`config.mk`:
```
export PLATFORM = sky130hd
export DESIGN_NAME = data_mover
export DESIGN_NICKNAME = d
export VERILOG_FILES = /design/src/rtl/data_mover.sv
export SDC_FILE = /design/constraint.sdc
export NUM_CORES = 1
export LEC_CHECK = 0
export CORE_ASPECT_RATIO = 1.25
export CORE_MARGIN = 2
export CORE_UTILIZATION = 53
export CTS_BUF_LIST = sky130_fd_sc_hd__clkbuf_16
export CTS_CLUSTER_DIAMETER = 30
export DETAILED_ROUTE_END_ITERATION = 7
export GPL_ROUTABILITY_DRIVEN = 0
export PLACE_DENSITY_LB_ADDON = 0.1
export SLEW_MARGIN = 20
export SYNTH_ARGS = -nofsm -noshare
export SYNTH_HDL_FRONTEND = slang
export SYNTH_SLANG_ARGS = --single-unit
```
`constraint.sdc`:
```
create_clock -name clk -period 4.8 [get_ports clk]
set_input_delay 1.2 -clock clk [delete_from_list [all_inputs] [get_ports clk]]
set_output_delay 1.2 -clock clk [all_outputs]
set_load 0.01 [all_outputs]
```
`src/rtl/data_mover.sv`:
```
// data_mover: block COPY/FILL engine that owns the data RAM port and passes the
// CPU straight through when idle. It keeps a byte checksum of what it writes.
module data_mover #(
  parameter int D = 8,
  parameter int W = 8
) (
  input  logic         clk,
  input  logic         rst_n,
  input  logic         start,
  input  logic         mode,
  input  logic [D-1:0] src,
  input  logic [D-1:0] dst,
  input  logic [D:0]   len,
  input  logic [W-1:0] fill_val,
  output logic         busy,
  output logic         done,
  output logic [W-1:0] checksum,
  output logic         cpu_stall,
  input  logic         cpu_read,
  input  logic         cpu_write,
  input  logic [D-1:0] cpu_addr,
  input  logic [W-1:0] cpu_din,
  output logic         mem_read,
  output logic         mem_write,
  output logic [D-1:0] mem_addr,
  output logic [W-1:0] mem_din,
  input  logic [W-1:0] mem_dout
);

  typedef enum logic [1:0] {
    S_IDLE = 2'd0,
    S_RD   = 2'd1,
    S_WR   = 2'd2,
    S_DONE = 2'd3
  } state_t;

  state_t       r_state;
  logic         r_mode;
  logic [D-1:0] r_src;
  logic [D-1:0] r_dst;
  logic [D:0]   r_len;
  logic [D:0]   r_idx;
  logic [W-1:0] r_fill;
  logic [W-1:0] r_buf;
  logic [W-1:0] r_sum;

  logic [W-1:0] w_wdata;
  logic [D:0]   w_idx_nxt;
  logic         w_last;

  // Write data and index bookkeeping for the WR state
  always_comb begin
    w_wdata   = r_mode ? r_fill : r_buf;
    w_idx_nxt = r_idx + {{D{1'b0}}, 1'b1};
    w_last    = (w_idx_nxt == r_len);
  end

  // RAM port mux: CPU owns the port only in IDLE; DONE leaves it quiet
  always_comb begin
    mem_read  = 1'b0;
    mem_write = 1'b0;
    mem_addr  = '0;
    mem_din   = '0;
    case (r_state)
      S_IDLE: begin
        mem_read  = cpu_read;
        mem_write = cpu_write;
        mem_addr  = cpu_addr;
        mem_din   = cpu_din;
      end
      S_RD: begin
        mem_read = 1'b1;
        mem_addr = r_src + r_idx[D-1:0];
      end
      S_WR: begin
        mem_write = 1'b1;
        mem_addr  = r_dst + r_idx[D-1:0];
        mem_din   = w_wdata;
      end
      S_DONE: begin
        mem_read  = 1'b0;
        mem_write = 1'b0;
      end
      default: begin
        mem_read  = 1'b0;
        mem_write = 1'b0;
      end
    endcase
  end

  assign busy      = (r_state == S_RD) || (r_state == S_WR);
  assign done      = (r_state == S_DONE);
  assign checksum  = r_sum;
  assign cpu_stall = busy & (cpu_read | cpu_write);

  // Transfer sequencer; the index is D+1 bits so a full 2**D-byte block is legal
  always_ff @(posedge clk) begin
    if (!rst_n) begin
      r_state <= S_IDLE;
      r_mode  <= 1'b0;
      r_src   <= '0;
      r_dst   <= '0;
      r_len   <= '0;
      r_idx   <= '0;
      r_fill  <= '0;
      r_buf   <= '0;
      r_sum   <= '0;
    end else begin
      case (r_state)
        S_IDLE: begin
          if (start) begin
            r_mode <= mode;
            r_src  <= src;
            r_dst  <= dst;
            r_len  <= len;
            r_fill <= fill_val;
            r_idx  <= '0;
            r_sum  <= '0;
            if (len == '0) begin
              r_state <= S_DONE;
            end else if (mode) begin
              r_state <= S_WR;
            end else begin
              r_state <= S_RD;
            end
          end
        end
        S_RD: begin
          r_buf   <= mem_dout;
          r_state <= S_WR;
        end
        S_WR: begin
          r_sum <= r_sum + w_wdata;
          r_idx <= w_idx_nxt;
          if (w_last) begin
            r_state <= S_DONE;
          end else if (r_mode) begin
            r_state <= S_WR;
          end else begin
            r_state <= S_RD;
          end
        end
        S_DONE: begin
          r_state <= S_IDLE;
        end
        default: begin
          r_state <= S_IDLE;
        end
      endcase
    end
  end

endmodule

```
==> summary.md <==
| Metric | Value |
|---|---|
| Die width | 76.83 um |
| I/O pin total | approximately 90 |
| DRC errors left | 0 |
| Ys async rst share | 0 |
| IO Port Bufs | 91 |
| Fin crit share | 0.9581 |
| CTS Buf Count | 9 |
| Hold Buf Count CTS | 0 |
| DR WL/cell | between 15 and 20 um |
| Max-slew violation count | 0 |
| Cell row count | 33 |
| Top-area cell type share of the netlist area | 0.3476 |
| Synth Cell Area | 3513 um2 |
| Most common cell in the netlist | nand2_1 |
| CP required | 3.60 ns |
| Post-synth EDFFs | 0 |
| All-Layer GR Usage | 0.2750 |
| Fin Clk Skew | 0.006185 ns |
| Final std cells w/o fill | just over 600 |
| Largest net degree at the start of global routing | 36 |
| Min cycle time layout | 4.599 ns |
| Syn avg cell area | 8.133 um2 |
| Hold Vio Cnt, Final | 0 |
| Power Density | 449.2 nW/um2 |
| Vias | between 3000 and 4000 |
| CTS tree | built |
| Core Region | 6482 um2 |
| RSZ-0062 raised after global routing | no |
| Netlist cell types | 48 |
| Antenna Nets Post-Route | 0 |
| Synthesized flop and latch total | 61 |
| Most used routing layer | met2 |
| Maximum root-to-sink buffer count | 2 |
| Layout cells sized above 1 | 0.08108 |
| Fillers | approximately 520 |
| Commonest cells post-synth | nand2_1, dfxtp_1, a21oi_1, nor2_1, ha_1 |
| Yosys Warn Count | 0 |
| Clock latency on the worst-skew pair | roughly 0.33 ns |
| M3 GR Usage | 0.06250 |
| 1st-pass router iterations | 4 |
| Post-synthesis sequential area ratio | 0.3476 |
| CTS clk-pin slew, worst paths | 0.05 ns |
| Hold Path Class | reg2reg |
| Synth top area cells | dfxtp_1, nand2_1, ha_1 |
| Synth Instances | 432 |
| Worst setup EP type | primary output |
| Post-synth top flop | dfxtp_1 |
| # Post-CTS Setup Buffers | 0 |
| Post-DP HPWL | 6700 um |
| Area leader, netlist | dfxtp_1 |
| Slew HR | 0.4156 |
| Initial Utilization | 0.5420 |
| H-tree depth | 3 |
| Net count after synthesis | 516 |
| Maximum VDD drop | 0.2482 mV |
| CP Launch Type | register |
| Initial antenna violation count | 0 |
| M2 GR Usage | 0.5007 |
| TritonCTS Sinks | 61 |
| Setup violators final | 0 |
| First-pass GRT wire length | 15840 um |
| Max FO, Critical Path | 6 |
| Initial drt markers | 217 |
| GR Util met1 | 0.3145 |
| Final #Nets | 597 |
| Max Clock Freq | approximately 220 MHz |
| P_leak | 1.871 nW |
| Maxcap violations | 0 |
| Die Ht | approximately 95 um |
| Setup_tns | 0 ns |
| Post-cts gate resize count | 0 |
| Root Driver | clkbuf_16 |
| Inserted Diodes | 0 |
| WL final | 9498 um |
| Crit path DAT | 3.40 ns |
| Overflow after GRT | 0 |
| Placed insts | 589 |
| Outcome | finished, final reports clean |
| Area Growth Syn to Fin | 35.68% |
| Vias in the first global route | between 3000 and 4000 |
| Worst slew pin tran | 0.8756 ns |
| Vias/cell | 5.537 |
| CP Class | reg2out |
| Full die area | 7301 um2 |
==> flip-flops by register name, summed over array words and instances, names as in the netlist <==
signal	cells
r_dst	8
r_idx	9
r_len	9
r_fill	8
checksum	8
r_mode	1
r_buf	8
r_state	2
r_src	8
==> layout by cell type, fill, tap and decap left out, types with 10 or more instances in the layout <==
| cell type | count |
|---|---|
| dfxtp_1 | 61 |
| nor2_1 | 39 |
| xnor2_1 | 18 |
| ha_1 | 19 |
| mux2i_1 | 10 |
| a21oi_1 | 47 |
| a22oi_1 | 11 |
| nand2_1 | 77 |
| mux2_2 | 15 |
| o21ai_0 | 13 |
| clkdlybuf4s50_1 | 91 |
| inv_1 | 10 |
==> path summary, 6_finish.rpt <==
kind         startpoint          end  slack (ns)  cells past startpoint
max reg2reg      r_mode  checksum[6]        2.00                      9
min            r_src[0]     r_src[0]        0.46                      2
max          r_state[0]  mem_addr[6]        0.20                     13
min reg2reg    r_src[0]     r_src[0]        0.46                      2
==> power by group <==
group / internal (mW) / switching [mW]
Clock: 0.403 / 0.242
Combinational: 0.415 / 0.456
Sequential: 0.574 / 0.0518
==> critical path: stages (launching register included) <==
cell	delay, ns
dfxtp_1	0.38
inv_1	0.08
ha_1	0.29
mux2_2	0.26
ha_1	0.15
inv_1	0.06
fa_1	0.41
nor2b_1	0.15
o21ai_0	0.11
a21boi_0	0.28
o21ai_0	0.15
mux2i_1	0.13
nand2_1	0.07
clkdlybuf4s50_1	0.54
==> area by class of cell <==
| cell class | count | area, um2 | share of cell area |
|---|---|---|---|
| clock buffers | 9 | 225.2 | 0.04724 |
| clock inverters | 7 | 75.07 | 0.01575 |
| inverters | 10 | 37.54 | 0.007874 |
| multi-input cells | 334 | 2143 | 0.4496 |
| flip-flops and latches | 61 | 1221 | 0.2562 |
| well taps | 87 | 108.9 | 0.02283 |
| repair buffers | 97 | 955.9 | 0.2005 |
==> metal layers <==
layer | vias up | part of all wire
met1 | 1561 | 0.42
met2 | 101 | 0.51
li1 | 1673 | -
met3 | 15 | 0.050
met4 | 0 | 0.020
met5 | - | 0
==> through the flow <==
| step | setup WS [ns] | util | instance area, um2 | power [mW] | hold slack, ns |
|---|---|---|---|---|---|
| after floorplan | 1.100 | - | 3513 | 1.164 | 0.4329 |
| after global placement | 0.6567 | 0.6887 | 4464 | 1.480 | 0.4393 |
| after detailed placement | 0.5985 | 0.6887 | 4464 | 1.496 | 0.4464 |
| after CTS | 0.2298 | 0.7350 | 4765 | 2.146 | 0.4541 |
| after global routing | 0.007964 | 0.7354 | 4767 | 2.270 | 0.4727 |
| final | 0.2012 | 0.7354 | 4767 | 2.142 | 0.4582 |
==> cell families (layout without fill, tap and decap cells) <==
group | count (synthesis) | after routing | share of synthesized area
adder cells (fa/ha/maj) | 21 | 21 | 0.07906
buffers and inverters | 37 | 123 | 0.04309
flip-flops | 61 | 61 | 0.3476
AO/OA/AOI/OAI | 108 | 108 | 0.1998
multiplexers | 25 | 25 | 0.07657
XOR/XNOR | 25 | 25 | 0.06232
AND/OR/NAND/NOR | 155 | 155 | 0.1916
Power figures use the tool's default switching activity.
==> edit 1 (config.mk and constraints unchanged) <==
Set the parameter `W` to 6 (it was 8).
--- a/src/rtl/data_mover.sv
+++ b/src/rtl/data_mover.sv
@@ -4,3 +4,3 @@
   parameter int D = 8,
-  parameter int W = 8
+  parameter int W = 6
 ) (
Ports: changed (5 resized); port bits go from 92 to 82. The function was not compared with the original's and may differ.
==> edit 1 against the original RTL <==
  * Sequential cell count shrank 6
  * Design area decreased by 9.6%
  * Worst setup slack improved by 0.033 ns
  * Critical path depth is 2 lower
  * Utilization is 2.8 points lower
  * Power fell by 18%
  * Register-to-register slack better by 0.18 ns
  * Area after synthesis down 6.2%
  * Wire length decreased by 12%
  * Critical path type unchanged
  * Critical endpoint unchanged
  * Largest cell class unchanged
  * Largest power group unchanged
==> edit 1: results (changes against the original RTL) <==
place:
  placed_area_mm2: 0.00416  # -6.8%
  placed_cells: 547  # -7.1%
  dp_hpwl_mm: 6.00  # -11%
routing:
  initialDrtViolationCount: 127  # -41%
  route.met3.wl_um: 372  # -22%
  routed_wl_mm: 8.36  # -12%
  met1Wirelength_mm: 3.64  # -9.3%
  dr_wl_met2_mm: 4.14  # -14%
setup_path:
  ff2ff_setup_slack_ns: 2.18  # +0.18 ns
  cp_top_family: "buffers and inverters"
  path_max_fanout: 17  # +11
  reg2reg_depth: 10  # +1
  r2r-start: "r_state[0]"
yosys:
  synth_common_cells: "nand2_1, dfxtp_1, a21boi_0, nor2_1, clkbuf_1"
  synth_cell_types: 45  # -6.3%
  synth_mux_area_share_pct: 7.48  # -0.17 points
  synthXorXnorAreaFrac_pct: 5.05  # -1.2 points
  synth_fa_ha_area_share_pct: 7.67  # -0.23 points
status:
  status: "complete, no violations"
pwr:
  power_clock_uw: 363  # -44%
  vdd_ir_drop_max_v: 0.000310  # +25%
  pg_seq_uw: 572  # -8.6%
timing:
  worst_slew_pin_slew_ns: 1.11  # +0.235 ns
  clock_skew_ns: 0.00450  # -0.00168 ns
global_routing:
  grt_util_met2_pct: 42.0  # -8.1 points
  use_met3_pct: 4.07  # -2.2 points
  grt_max_degree: 34  # -5.6%
final_layout:
  drive_gt1_share_pct: 6.60  # -1.5 points
clock_tree:
  htreeDepth: 2  # -1
-- edit 1: cell types whose count changed after synthesis, sizes merged, moves of 6 or more --
cell | unedited run | this run
clkbuf | 13 | 20
dfxtp | 61 | 55
buf | 14 | 3
nor2b | 3 | 16
nor2 | 40 | 22
a21oi | 47 | 14
a21boi | 1 | 38
-- edit 1: final cells by class --
cell class / count / area [µm²]
clock buffers: 5 / 125
clock inverters: 3 / 20.0
fillers: 525 / 1780
inverters: 11 / 41.3
multi-input cells: 310 / 2070
flip-flops and latches: 55 / 1100
well taps: 85 / 106
repair buffers: 86 / 848
-- edit 1: how the worst min path moves through the flow --
stage / start / to / slack [ns] / depth (start not counted)
floorplan: r_dst[3] / r_dst[3] / 0.44 / 2
global placement: r_src[6] / r_src[6] / 0.45 / 2
detailed placement: r_fill[4] / r_fill[4] / 0.46 / 2
CTS: r_fill[4] / r_fill[4] / 0.47 / 2
global route: r_fill[0] / r_fill[0] / 0.49 / 2
finish: r_fill[3] / r_fill[3] / 0.47 / 2
==> edit 2 (same settings) <==
Without the edit above. Make the reset (`rst_n`) asynchronous in one clocked block.
--- a/src/rtl/data_mover.sv
+++ b/src/rtl/data_mover.sv
@@ -96,3 +96,3 @@
   // Transfer sequencer; the index is D+1 bits so a full 2**D-byte block is legal
-  always_ff @(posedge clk) begin
+  always_ff @(posedge clk or negedge rst_n) begin
     if (!rst_n) begin
Function: differs if rst_n is asserted again (counterexample within 4 cycles, from zero or initial values and one cycle with rst_n low); with rst_n held inactive, the same outputs for 10 cycles.
==> edit 2 against the original RTL <==
  * Count of clock-buffer cells in the layout did not move
  * Worst setup slack improved by 0.023 ns
  * Sequential cell count did not move
  * Area after synthesis increased by 3.5%
  * Non-clock buffer count down 1
  * Design area increased by 2.7%
  * Die area rose by 3.4%
  * Highest routed layer unchanged
  * Wire length shrank 6.0%
  * Critical endpoint is now mem_addr[7]
Power is not compared: it rests on default switching activity, and its combinational part moved more than twofold at a synthesized area within 25%.
==> edit 2: results (changes against the original RTL) <==
setup_path:
  worst_path_max_delay_cell: "clkdlybuf4s50_1"
  critPathLaunch: "r_state[0]"
  cp_top_family: "compound AO/OA/AOI/OAI gates"
  cpPeakStageDelay_ns: 0.56  # +0.02 ns
  path_max_fanout: 9  # +3
  r2r-start: "r_mode"
  critical_path_arrival_ns: 3.38  # -0.02 ns
clock_tree:
  cts_resized: 0  # unchanged
  cts-root-buf: "clkbuf_16"
  clk_latency_ns: 0.33  # about the same
  clkSlewWorstSetupHoldPaths_ns: 0.06
  cts_buffer_depth: 2  # unchanged
  cts_setup_buffers: 0  # unchanged
  cts-buffers-inserted: 9  # unchanged
  htreeDepth: 3  # unchanged
yosys:
  synth_area_leaders: "dfrtp_1, mux2_1, ha_1"
  synthArstFlopShare_pct: 100  # +100 points
  synth_cells: 338  # -22%
  synth_cell_types: 44  # -8.3%
  ys.warnings.count: 0  # unchanged
  synth_common_cells: "dfrtp_1, mux2_1, o21ai_1, nand2_1, nor2_1"
  ys_seq_area_share_pct: 42.0  # +7.2 points
  synth_nets: 422  # -18%
routing:
  num_vias: 2960  # -12%
  routed_wl_mm: 8.93  # -6.0%
  initialDrtViolationCount: 175  # -19%
  detail_route.first_pass.iterations: 4  # unchanged
final_layout:
  diodes: 0  # unchanged
  reg_top3: "r_idx (9), r_len (9)"
  fin_cells: 520  # -14%
  layout.nets: 513  # -14%
  drive_gt1_share_pct: 8.08  # -0.025 points
place:
  port_buffers: 91  # unchanged
  pre_cts_slack_ns: 0.499  # -0.0996 ns
  placed_area_mm2: 0.00463  # +3.6%
  dp_hpwl_mm: 6.45  # -3.7%
timing:
  clock_skew_ns: 0.00541  # -0.000777 ns
  hold_viol_final: 0  # unchanged
  worst_slew_pin_slew_ns: 0.869  # -0.00691 ns
worst_hold_path:
  hp-class: "flop to flop"
  worstHoldStart: "r_dst[3]"
global_routing:
  track_usage_pct: 25.3  # -2.2 points
  antenna_found_initial: 0  # unchanged
  grt_max_degree: 34  # -5.6%
  grt_pass1_wl_mm: 14.9  # -6.1%
pwr:
  vdd_ir_drop_max_v: 0.000442
  p_leak_nw: 2.12
status:
  status: "complete, no violations"
-- edit 2: cell count changes after synthesis, sizes merged, moves of 4 or more --
cell and delta:
mux2 +42, a31oi +5, buf -12, o21ai +13, dfrtp +61, nor2 -20, mux2i -8, xnor2 -6
and3 +4, dfxtp -61, a21oi -38, a22oi -6, nand2 -58
-- edit 2: layout make-up --
type                            instances  area [µm²]
Sequential cell                        61        1530
Clock inverter                          6        31.3
Timing Repair Buffer                   96         943
Inverter                               10        37.5
Fill cell                             482        1710
Clock buffer                            9         225
Multi-Input combinational cell        251        2020
Tap cell                               87         109
-- edit 2: layer usage --
metal	vias up	global-route usage, %	part of all wire (%)
met2	103	44.0	51
met1	1443	29.6	41
met5	-	0	0
li1	1400	-	-
met4	0	8.64	1.8
met3	14	7.28	6.6
-- edit 2: power by group --
group / internal [mW] / switching, mW / leakage [nW]
Sequential: 0.748 / 0.176 / 0.745
Combinational: 1.03 / 0.934 / 1.25
Clock: 0.339 / 0.224 / 0.120
Total: 2.12 / 1.33 / 2.12
-- edit 2: final timing paths --
kind	end	depth (start not counted)	slack, ns
worst max-delay path	mem_addr[7]	11	0.22
worst min-delay path	r_dst[3]	1	0.48
worst max register to register	checksum[6]	9	2.01
worst min register to register	r_dst[3]	1	0.48
max in group asynchronous	r_src[7]	2	3.00
min in group asynchronous	r_len[5]	1	0.91
-- edit 2: cells by family after synthesis --
| group | share of synthesized area, % |
|---|---|
| compound gates | 14.2 |
| xor+xnor | 5.47 |
| fa+ha+maj | 7.64 |
| buf+inv | 2.79 |
| flops | 42.0 |
| mux | 18.2 |
| simple gates | 9.70 |
